$ cat src/rtl/keypad_pkg.sv
// Shared types and helpers for the decimal key panel encoder.
// State encoding plus the priority-encode and multi-key functions.
package keypad_pkg;

    typedef enum logic [1:0] {
        IDLE     = 2'd0,
        DEBOUNCE = 2'd1,
        HOLD     = 2'd2,
        RELEASE  = 2'd3
    } state_t;

    // Highest set bit wins; an all-zero vector maps to 0 and is told apart by valid.
    function automatic logic [3:0] dec_to_bcd(input logic [9:0] v);
        logic [3:0] code;
        code = 4'd0;
        for (int i = 0; i < 10; i++) begin
            if (v[i]) code = 4'(i);
        end
        return code;
    endfunction

    function automatic logic multi_hot(input logic [9:0] v);
        return $countones(v) > 1;
    endfunction

endpackage

$ cat src/rtl/sync_2ff.sv
// Two-flop synchronizer for asynchronous panel inputs.
// Resets both stages to zero.
module sync_2ff #(
    parameter int unsigned WIDTH = 10
) (
    input  logic             clk,
    input  logic             rst,
    input  logic [WIDTH-1:0] d,
    output logic [WIDTH-1:0] q
);

    logic [WIDTH-1:0] meta_q;
    logic [WIDTH-1:0] sync_q;

    always_ff @(posedge clk or posedge rst) begin
        if (rst) begin
            meta_q <= '0;
            sync_q <= '0;
        end else begin
            meta_q <= d;
            sync_q <= meta_q;
        end
    end

    assign q = sync_q;

endmodule

$ cat src/rtl/decimal_to_bcd_keypad.sv
// Debounced decimal-key to BCD encoder; one code per press on a valid/ready handshake.
// Held or bouncing keys after a report are ignored until a clean release.
module decimal_to_bcd_keypad
    import keypad_pkg::*;
#(
    parameter int unsigned DB_CYCLES = 4,
    parameter int unsigned DB_W      = 3
) (
    input  logic clk,
    input  logic rst,
    input  logic x0,
    input  logic x1,
    input  logic x2,
    input  logic x3,
    input  logic x4,
    input  logic x5,
    input  logic x6,
    input  logic x7,
    input  logic x8,
    input  logic x9,
    input  logic ready,
    output logic a,
    output logic b,
    output logic c,
    output logic d,
    output logic valid,
    output logic multi
);

    localparam logic [DB_W-1:0] CntLast = DB_W'(DB_CYCLES - 1);

    logic [9:0] s;
    state_t     state_q, state_d;
    logic [9:0] cand_q, cand_d;
    logic [DB_W-1:0] cnt_q, cnt_d;
    logic [3:0] code_q, code_d;
    logic       multi_q, multi_d;
    logic       valid_q, valid_d;

    sync_2ff #(
        .WIDTH(10)
    ) u_sync (
        .clk(clk),
        .rst(rst),
        .d  ({x9, x8, x7, x6, x5, x4, x3, x2, x1, x0}),
        .q  (s)
    );

    always_ff @(posedge clk or posedge rst) begin
        if (rst) begin
            state_q <= IDLE;
            cand_q  <= '0;
            cnt_q   <= '0;
            code_q  <= '0;
            multi_q <= 1'b0;
            valid_q <= 1'b0;
        end else begin
            state_q <= state_d;
            cand_q  <= cand_d;
            cnt_q   <= cnt_d;
            code_q  <= code_d;
            multi_q <= multi_d;
            valid_q <= valid_d;
        end
    end

    always_comb begin
        state_d = state_q;
        cand_d  = cand_q;
        cnt_d   = cnt_q;
        code_d  = code_q;
        multi_d = multi_q;
        valid_d = valid_q;
        case (state_q)
            IDLE: begin
                if (s != '0) begin
                    cand_d  = s;
                    cnt_d   = DB_W'(1);
                    state_d = DEBOUNCE;
                end
            end
            DEBOUNCE: begin
                if (s == cand_q && cnt_q == CntLast) begin
                    code_d  = dec_to_bcd(cand_q);
                    multi_d = multi_hot(cand_q);
                    valid_d = 1'b1;
                    state_d = HOLD;
                end else if (s == cand_q) begin
                    cnt_d = cnt_q + DB_W'(1);
                end else if (s == '0) begin
                    state_d = IDLE;
                end else begin
                    // Key set changed mid-count: restart on the new pattern.
                    cand_d = s;
                    cnt_d  = DB_W'(1);
                end
            end
            HOLD: begin
                if (ready) begin
                    valid_d = 1'b0;
                    cnt_d   = '0;
                    state_d = RELEASE;
                end
            end
            RELEASE: begin
                if (s == '0) begin
                    if (cnt_q == CntLast) begin
                        state_d = IDLE;
                    end else begin
                        cnt_d = cnt_q + DB_W'(1);
                    end
                end else begin
                    cnt_d = '0;
                end
            end
            default: state_d = IDLE;
        endcase
    end

    assign a     = code_q[3];
    assign b     = code_q[2];
    assign c     = code_q[1];
    assign d     = code_q[0];
    assign valid = valid_q;
    assign multi = multi_q;

endmodule
$ cat config.mk
export PLATFORM = sky130hd
export DESIGN_NAME = decimal_to_bcd_keypad
export DESIGN_NICKNAME = d
export VERILOG_FILES = /design/src/rtl/keypad_pkg.sv /design/src/rtl/sync_2ff.sv /design/src/rtl/decimal_to_bcd_keypad.sv
export SDC_FILE = /design/constraint.sdc
export NUM_CORES = 1
export LEC_CHECK = 0
export CORE_UTILIZATION = 32
export DETAILED_ROUTE_END_ITERATION = 16
export SETUP_SLACK_MARGIN = 0.2
export SYNTH_ARGS = -nofsm -noshare
export SYNTH_HDL_FRONTEND = slang
export SYNTH_SLANG_ARGS = --single-unit
$ cat constraint.sdc
create_clock -name clk -period 6.85 [get_ports clk]
set_input_delay 0.685 -clock clk [delete_from_list [all_inputs] [get_ports clk]]
set_output_delay 0.685 -clock clk [all_outputs]
set_load 0.01 [all_outputs]
==> metrics.cfg <==
[placed_design]
dp.final_hpwl_mm=2.170
place_congestion=0.8522
post-place-cells=229
pre_cts_ws_ns=3.654
dpl-instance-area_sq_mm=0.002093
portBuffers=18

[cts]
holdBufCountCts=0
cts_tree=built
post-cts-setup-buffers=0
clk_pin_slew_ns=0.08
root_buffer=clkbuf_8
clock-sinks=41
clk-insertion-delay-late_ns=0.29
cts_buffer_depth=2
cts_buffers=5
ctsHtreeMaxLevel=2
cts_resized=0

[critical_path]
critPathLaunchType=register
cp.required_ns=7.02
crit_type=register to register
rr_worst_depth=10
r2r-start=cand_q[5]$_DFFE_PP0P_
endpoint_kind=register
cp.arrival_ns=3.38
cp_max_fo=5
critPathLaunch=cand_q[5]$_DFFE_PP0P_

[detailed_routing]
num_vias=1077
viasPerCell=4.544
drc=0
antenna_left=0
dr.pass1.iters=4
wire_per_inst_microns=12.29
first_iter_violations=23
routed_wl_mm=2.912

[grt]
grt_pass1_vias=1118
grt_pass1_wl_mm=5.161
grt_overflow=0
grt_max_degree=42
grt.total_usage_pct=11.11
antenna_found_initial=0

[power_and_ir_drop]
irDropWorstVdd_uv=120.8
power_density_mw_per_mm2=218.7
p_leak_nw=0.9441

[synthesis]
synth_compound_area_share_pct=6.339
ys_top_cells_by_count=41 x dfrtp_1, 15 x inv_1, 11 x mux2_2
synthMuxAreaShare_pct=11.11
yosysSeqAreaShare_pct=55.90
syn_inst=141
synth_most_common_cell=dfrtp_1
synth_warnings=0
synthAdderAreaFrac_pct=9.271
async_flop_share_pct=100.0
synth_ff_type=dfrtp_1
synth_fp_nets=164
yosys_register_bits=41
yosys.area_share.xor_xnor_pct=4.772
synth.area.top_cells=dfrtp_1 56%, mux2_2 6.7%, fa_1 6.5%
yosys.area.top_type_share_pct=55.90
ys_types=35
synth_edf_count=0
synth_top_family_by_area=multiplexers
netlist_area_sq_mm=0.001836
yosysTopAreaCell=dfrtp_1
synth.avg_cell_area_sq_um=13.02
synthSimpleGateAreaFrac_pct=8.453

[floorplan]
start_util_pct=33.33
io_pins=19
num_rows=27
dieWidth_microns=77.74
core_area_sq_mm=0.005507
die_h_microns=77.74
die_area_sq_mm=0.006043

[timing]
setup_viol=0
skew_ns=0.003827
rsz0062_at_grt=false
relSlewSlack_pct=67.10
period_share_pct=46.89
max_freq_mhz=311.3
hold_viol=0
fin_crit_ns=3.212
worstMarginPinSlew_ns=0.4935
finalSetupTns_ns=0
drv_slew=0
setup_ws_ns=3.638

[layout]
fin_util_pct=39.67
stdcell_area_sq_mm=0.002185
nets=187
final_cells=237
drive_gt1_share_pct=17.58
area_growth_pct=19.02
antenna_cells=0
fillers=527

[min_path]
holdPathStages=0
hold_path.class=register to register
hp-start=u_sync.meta_q[2]$_DFF_PP0_

[status]
outcome=complete, no violations

[job]
maxCapViolCount=0

registers in the layout (all words and copies together) (netlist names), named ones only:
name / count
cand_q: 10
state_q: 1
u_sync.q: 10
u_sync.meta_q: 10
cnt_q: 3
multi: 1
code_q: 4
valid: 1
worst max-delay path, cell delays in order (launching register included):
cell and delay, ns:
dfrtp_1 0.46, fa_1 0.56, inv_1 0.05, fa_1 0.46
fa_1 0.49, inv_1 0.05, ha_1 0.20, fa_1 0.40
o21a_1 0.18, nor3_1 0.19, a21oi_1 0.06
path summary, 6_finish.rpt:
check | endpoint | slack (ns)
max in group asynchronous | code_q[0]$_DFFE_PP0P_ | 5.70
hold / removal | u_sync.q[2]$_DFF_PP0_ | 0.35
min in group asynchronous | cand_q[1]$_DFFE_PP0P_ | 0.82
hold reg to reg | u_sync.q[2]$_DFF_PP0_ | 0.35
setup / recovery | multi$_DFFE_PP0P_ | 3.64
setup reg to reg | multi$_DFFE_PP0P_ | 3.64
logic make-up (layout without fill, tap and decap cells):
kind of cell	count (synthesis)	after routing
fa+ha+maj	10	10
compound gates	18	18
flops	41	41
mux	17	17
xor+xnor	10	10
simple gates	27	27
buf+inv	18	42
layout by cell type, fill, tap and decap left out, drive strengths merged:
master and count:
dfrtp 41, clkdlybuf4s50 18, inv 15, mux2 15
nand2 9, xnor2 8, a21oi 7, fa 6
clkbuf 5, nand3 4, ha 4, nor2 3
o21ai 3, nor4 3, clkinv 3, xor2 2
nand4 2, mux2i 2, or3b 2, and3 1
o211ai 1, nor2b 1, o221a 1, a32o 1
o22ai 1, o21a 1, nor3 1, or2 1
a21o 1, o21bai 1, a22o 1, buf 1
per-layer routing:
| layer | GRT usage (%) | part of all wire [%] |
|---|---|---|
| met2 | 17.70 | 49 |
| met5 | 0 | 0 |
| met4 | 4.528 | 1.2 |
| met1 | 13.83 | 45 |
| met3 | 3.647 | 4.8 |
cell type report:
type / instances / area [sq um] / share of cell area (%)
Multi-Input combinational cell: 82 / 733.2 / 33.56
Clock buffer: 5 / 68.82 / 3.150
Tap cell: 72 / 90.09 / 4.124
Sequential cell: 41 / 1026 / 46.96
Clock inverter: 3 / 22.52 / 1.031
Inverter: 15 / 56.30 / 2.577
Timing Repair Buffer: 19 / 187.7 / 8.591
power by group:
part / switching, W / internal, W / total [W]
Sequential: 0.00000868 / 0.000251 / 0.000260
Clock: 0.0000844 / 0.0000722 / 0.000157
Combinational: 0.0000304 / 0.0000307 / 0.0000611
through the flow:
stage	hold WS, ns	power, W
floorplan	0.3312	0.0003057
global placement	0.3315	0.0003209
detailed placement	0.3355	0.0003266
CTS	0.3537	0.0004843
global route	0.3618	0.0005040
finish	0.3514	0.0004778
(Power assumes the default switching activity.)
